--- src/rtl/fp32_multiplier.sv ---
// Three-stage IEEE-754 binary32 multiplier. Subnormal inputs and outputs are flushed to zero.
// Rounding is round-to-nearest-even. Handshake and special-value encoding match adder_32bit.
module fp32_multiplier #(
  parameter int unsigned LATENCY = 3,
  parameter logic [31:0] QNAN    = 32'h7FC00000
) (
  input  logic        clk,
  input  logic        rst,
  input  logic [31:0] i_a,
  input  logic [31:0] i_b,
  input  logic        i_vld,
  output logic [31:0] o_res,
  output logic        o_res_vld,
  output logic        overflow
);

  localparam int unsigned EW = 10;
  localparam int unsigned MW = 24;
  localparam int unsigned PW = 2 * MW;

  // Valid bits for stage 1 and stage 2; o_res_vld is the last stage.
  logic [LATENCY-2:0] vld_pipe;

  // Stage 1: unpack and classify
  logic [7:0]    a_exp_c, b_exp_c;
  logic          a_max_c, b_max_c, a_fnz_c, b_fnz_c;
  logic          nan_c, inf_c, zero_c;
  logic [EW-1:0] exp_sum_c;

  always_comb begin
    a_exp_c   = i_a[30:23];
    b_exp_c   = i_b[30:23];
    a_max_c   = &a_exp_c;
    b_max_c   = &b_exp_c;
    a_fnz_c   = |i_a[22:0];
    b_fnz_c   = |i_b[22:0];
    nan_c     = (a_max_c & a_fnz_c) | (b_max_c & b_fnz_c);
    inf_c     = (a_max_c & ~a_fnz_c) | (b_max_c & ~b_fnz_c);
    zero_c    = ~(|a_exp_c) | ~(|b_exp_c);
    exp_sum_c = EW'(a_exp_c) + EW'(b_exp_c) - EW'(127);
  end

  logic          sign1, nan1, inf1, zero1;
  logic [EW-1:0] exp1;
  logic [MW-1:0] man_a1, man_b1;

  // Stage 2: mantissa product
  logic          sign2, nan2, inf2, zero2;
  logic [EW-1:0] exp2;
  logic [PW-1:0] prod2;

  always_ff @(posedge clk or posedge rst) begin
    if (rst) begin
      vld_pipe <= '0;
      sign1    <= 1'b0;
      nan1     <= 1'b0;
      inf1     <= 1'b0;
      zero1    <= 1'b0;
      exp1     <= '0;
      man_a1   <= '0;
      man_b1   <= '0;
      sign2    <= 1'b0;
      nan2     <= 1'b0;
      inf2     <= 1'b0;
      zero2    <= 1'b0;
      exp2     <= '0;
      prod2    <= '0;
    end else begin
      vld_pipe <= {vld_pipe[LATENCY-3:0], i_vld};
      sign1    <= i_a[31] ^ i_b[31];
      nan1     <= nan_c;
      inf1     <= inf_c;
      zero1    <= zero_c;
      exp1     <= exp_sum_c;
      man_a1   <= {1'b1, i_a[22:0]};
      man_b1   <= {1'b1, i_b[22:0]};
      sign2    <= sign1;
      nan2     <= nan1;
      inf2     <= inf1;
      zero2    <= zero1;
      exp2     <= exp1;
      prod2    <= PW'(man_a1) * PW'(man_b1);
    end
  end

  // Stage 3: normalize, round, pack and apply special-case priority
  logic [22:0]   frac_c, frac_fin_c;
  logic          guard_c, round_c, sticky_c, round_up_c;
  logic [EW-1:0] e_norm_c, e_fin_c;
  logic [24:0]   rnd_c;
  logic [31:0]   res_c;
  logic          ovf_c;

  always_comb begin
    frac_c   = prod2[45:23];
    guard_c  = prod2[22];
    round_c  = prod2[21];
    sticky_c = |prod2[20:0];
    e_norm_c = exp2;
    if (prod2[47]) begin
      frac_c   = prod2[46:24];
      guard_c  = prod2[23];
      round_c  = prod2[22];
      sticky_c = |prod2[21:0];
      e_norm_c = exp2 + EW'(1);
    end
    round_up_c = guard_c & (round_c | sticky_c | frac_c[0]);
    rnd_c      = {2'b01, frac_c} + 25'(round_up_c);
    // A carry out of 1.111..1 leaves an all-zero fraction one binade up.
    frac_fin_c = rnd_c[24] ? rnd_c[23:1] : rnd_c[22:0];
    e_fin_c    = e_norm_c + EW'(rnd_c[24]);

    ovf_c = 1'b0;
    if (nan2 || (inf2 && zero2)) begin
      res_c = QNAN;
    end else if (inf2) begin
      res_c = {sign2, 8'hFF, 23'd0};
    end else if (zero2) begin
      res_c = {sign2, 31'd0};
    end else if ($signed(e_fin_c) >= $signed(EW'(255))) begin
      res_c = {sign2, 8'hFF, 23'd0};
      ovf_c = 1'b1;
    end else if ($signed(e_fin_c) <= $signed(EW'(0))) begin
      res_c = {sign2, 31'd0};
    end else begin
      res_c = {sign2, e_fin_c[7:0], frac_fin_c};
    end
  end

  always_ff @(posedge clk or posedge rst) begin
    if (rst) begin
      o_res     <= '0;
      o_res_vld <= 1'b0;
      overflow  <= 1'b0;
    end else begin
      o_res_vld <= vld_pipe[LATENCY-2];
      if (vld_pipe[LATENCY-2]) begin
        o_res    <= res_c;
        overflow <= ovf_c;
      end
    end
  end

endmodule

--- config.mk ---
export PLATFORM = sky130hd
export DESIGN_NAME = fp32_multiplier
export DESIGN_NICKNAME = d
export VERILOG_FILES = /design/src/rtl/fp32_multiplier.sv
export SDC_FILE = /design/constraint.sdc
export NUM_CORES = 2
export LEC_CHECK = 0
export ABC_AREA = 1
export CELL_PAD_IN_SITES_DETAIL_PLACEMENT = 1
export CELL_PAD_IN_SITES_GLOBAL_PLACEMENT = 2
export CORE_MARGIN = 4
export CORE_UTILIZATION = 35
export DETAILED_ROUTE_END_ITERATION = 8
export PLACE_DENSITY = 0.79
export SETUP_SLACK_MARGIN = 0.05
export SKIP_LAST_GASP = 1
export SYNTH_ARGS = -nofsm -noshare
export SYNTH_HDL_FRONTEND = slang
export SYNTH_SLANG_ARGS = --single-unit
export TNS_END_PERCENT = 10
--- constraint.sdc ---
create_clock -name clk -period 5.69 [get_ports clk]
set_input_delay 1.138 -clock clk [delete_from_list [all_inputs] [get_ports clk]]
set_output_delay 1.138 -clock clk [all_outputs]
set_load 0.005 [all_outputs]
==> metrics.csv <==
metric,value,unit
status,"complete, but fails checks",
failing checks,setup timing,
# rows,100,
Clock transition at path regs,0.09,ns
Synth Warn #,0,
Final Hold Fails,0,
die width,282,um
vias in the first global route,23902,
Setup Viol. Count Final,34,
Hold Crit Depth,0,
first-pass GRT wire length,129,mm
Final Instance Area,0.0325,mm^2
remaining antenna violation count,0,
Placed Area,0.0312,mm^2
H-tree depth,4,
max_slew headroom,0.475,
FF-to-FF path depth,27,
crit end category,flip-flop,
"commonest non-fill, non-tap cells in the layout","inv_1, nand2_1, fa_1",
die height,282,um
Max Clock Freq,0.160,GHz
crit start category,flip-flop,
PortBufs,100,
Synth cell types,55,
"commonest non-fill, non-tap cell in the layout",inv_1,
antenna violations before repair,0,
fraction of the yosys area taken by sequential cells,0.151,
Worst Skew,0.0296,ns
worst-margin pin slew,0.787,ns
Max Cap Violations,0,
Seq cells post-synth,159,
WS Path Type,reg -> reg,
fin crit period,6.27,ns
CTS root buffer,clkbuf_16,
crit path DAT,6.66,ns
total gr overflow,0,
drt wl/cell,17.2,um
clk sink count,159,
cells after synthesis,3262,
Place WS,-0.702,ns
ant diodes,0,
layout cells sized above 1,0.146,
Area Growth Syn to Fin,23.6,%
CTS tree,yes,
Initial Utilization,0.354,
DR vias,21211,
Tcrit/Tclk final,1.10,
"Avg Cell Area, Syn",8.07,um^2
via/cell ratio,4.63,
largest net degree at the start of global routing,93,
die area,0.0797,mm^2
boundary pin count,101,
Synth Net Count,4006,
final worst slack,-0.577,ns
later-pin clock latency in the skew report,0.50,ns
TritonCTS Buffers,17,
Final #Nets,4348,
Setup TNS,-14.15,ns
"Slew Viols, Final",0,
final routed DRC violation total,0,
Worst Path Max Fanout,6,
Core Footprint,0.0744,mm^2
dpl hpwl,67.4,mm
synthesized area,0.0263,mm^2
Post-synth EDFFs,0,
all-layer global routing usage,0.205,
Most used DFF post-synth,dfrtp_1,
Worst EP required,6.09,ns
Iteration-0 DRC Markers,848,
Detailed Routing Iterations Pass 1,5,
CTS Hold Bufs,0,
async set or reset register ratio after synthesis,1.00,
gp weighted congestion,0.836,
RSZ-0062 raised after global routing,yes,
Bufs on Longest Clock Path,2,
Hold Crit Class,reg -> reg,
DRT Wirelength,79.0,mm
[worst paths after layout]
path	start	slack, ns	endpoint
min reg2reg	exp1[7]	0.35	exp2[7]
max reg2reg	man_b1[4]	-0.58	prod2[47]
min	exp1[7]	0.35	exp2[7]
max	man_b1[4]	-0.58	prod2[47]
max in group asynchronous	rst	3.61	man_b1[0]
min in group asynchronous	rst	1.11	o_res[19]
[stage by stage]
stage                     hold slack, ns  instances  utilization
after floorplan                    0.331       3262            -
after global placement             0.333       4511        0.419
after detailed placement           0.336       4511        0.419
after CTS                          0.353       4562        0.432
after global routing               0.362       4586        0.437
final                              0.348       4586        0.437
[cells in the mapped netlist, drive strengths merged, types with 16 or more instances]
cell | count | share of area
inv | 968 | 0.14
nand2 | 846 | 0.12
fa | 483 | 0.37
ha | 194 | 0.092
dfrtp | 159 | 0.15
nor2 | 125 | 0.020
clkbuf | 96 | 0.014
a21oi | 71 | 0.013
o21ai | 58 | 0.011
nand3 | 53 | 0.011
xor2 | 52 | 0.017
nor4 | 24 | 0.0059
nand4 | 20 | 0.0061
xnor2 | 16 | 0.0053
[layout make-up]
type / instances / area [um^2]
fill: 8859 / 41900
multi-input combinational: 2029 / 18900
timing repair buffer: 428 / 4190
sequential: 159 / 3990
inverter: 969 / 3640
tap: 969 / 1210
clock buffer: 17 / 425
clock inverter: 15 / 198
[registers in the layout, summed over array words and instances, names as in the netlist, 2 cells and up]
register	flops
man_b1	23
exp1	10
man_a1	24
prod2	48
o_res	32
vld_pipe	2
exp2	10
[what timing repair did]
item | in CTS | in global routing
pin swaps | 34 | 37
cloned | 0 | 0
setup buffers | 19 | 24
gates resized for setup | 62 | 48
setup endpoints to repair | 37 | 37
hold endpoints to repair | 0 | 0
[critical path, stage by stage (launching register included)]
cell	delay, ns
dfrtp_1	0.38
buf_12	0.14
buf_4	0.19
nand2_1	0.10
fa_1	0.51
inv_1	0.05
fa_1	0.50
inv_1	0.07
fa_2	0.48
fa_1	0.52
inv_1	0.06
fa_1	0.51
fa_1	0.51
inv_1	0.05
fa_1	0.47
inv_1	0.06
ha_4	0.32
nand2_8	0.07
nor2_4	0.11
inv_2	0.05
nor2_4	0.11
inv_2	0.05
nor4_4	0.33
nand3_1	0.14
nand3_2	0.12
nand2_2	0.07
nand3_2	0.06
xor2_1	0.15
[routing by layer]
metal | track usage | routed length (um) | vias up
li1 | - | - | 10028
met2 | 0.374 | 40500 | 220
met1 | 0.269 | 35400 | 10904
met3 | 0.0158 | 1910 | 59
met5 | 0 | 0 | -
met4 | 0.0391 | 1170 | 0
[cell families (layout without fill, tap and decap cells)]
| family | after synthesis | count (layout) | share of synthesized area |
|---|---|---|---|
| xor gates and xnor gates | 68 | 68 | 0.0226 |
| and+or+nand+nor | 1098 | 1098 | 0.171 |
| AOI/OAI and AO/OA | 173 | 173 | 0.0372 |
| buffers and inverters | 1074 | 1429 | 0.154 |
| muxes | 12 | 12 | 0.00456 |
| adders and majority gates | 677 | 677 | 0.459 |
| DFF | 159 | 159 | 0.151 |
| other | 1 | 1 | 0.000142 |
Power is not shown: default switching activity piles up to over one toggle a cycle in this logic, so the estimate is an artifact.
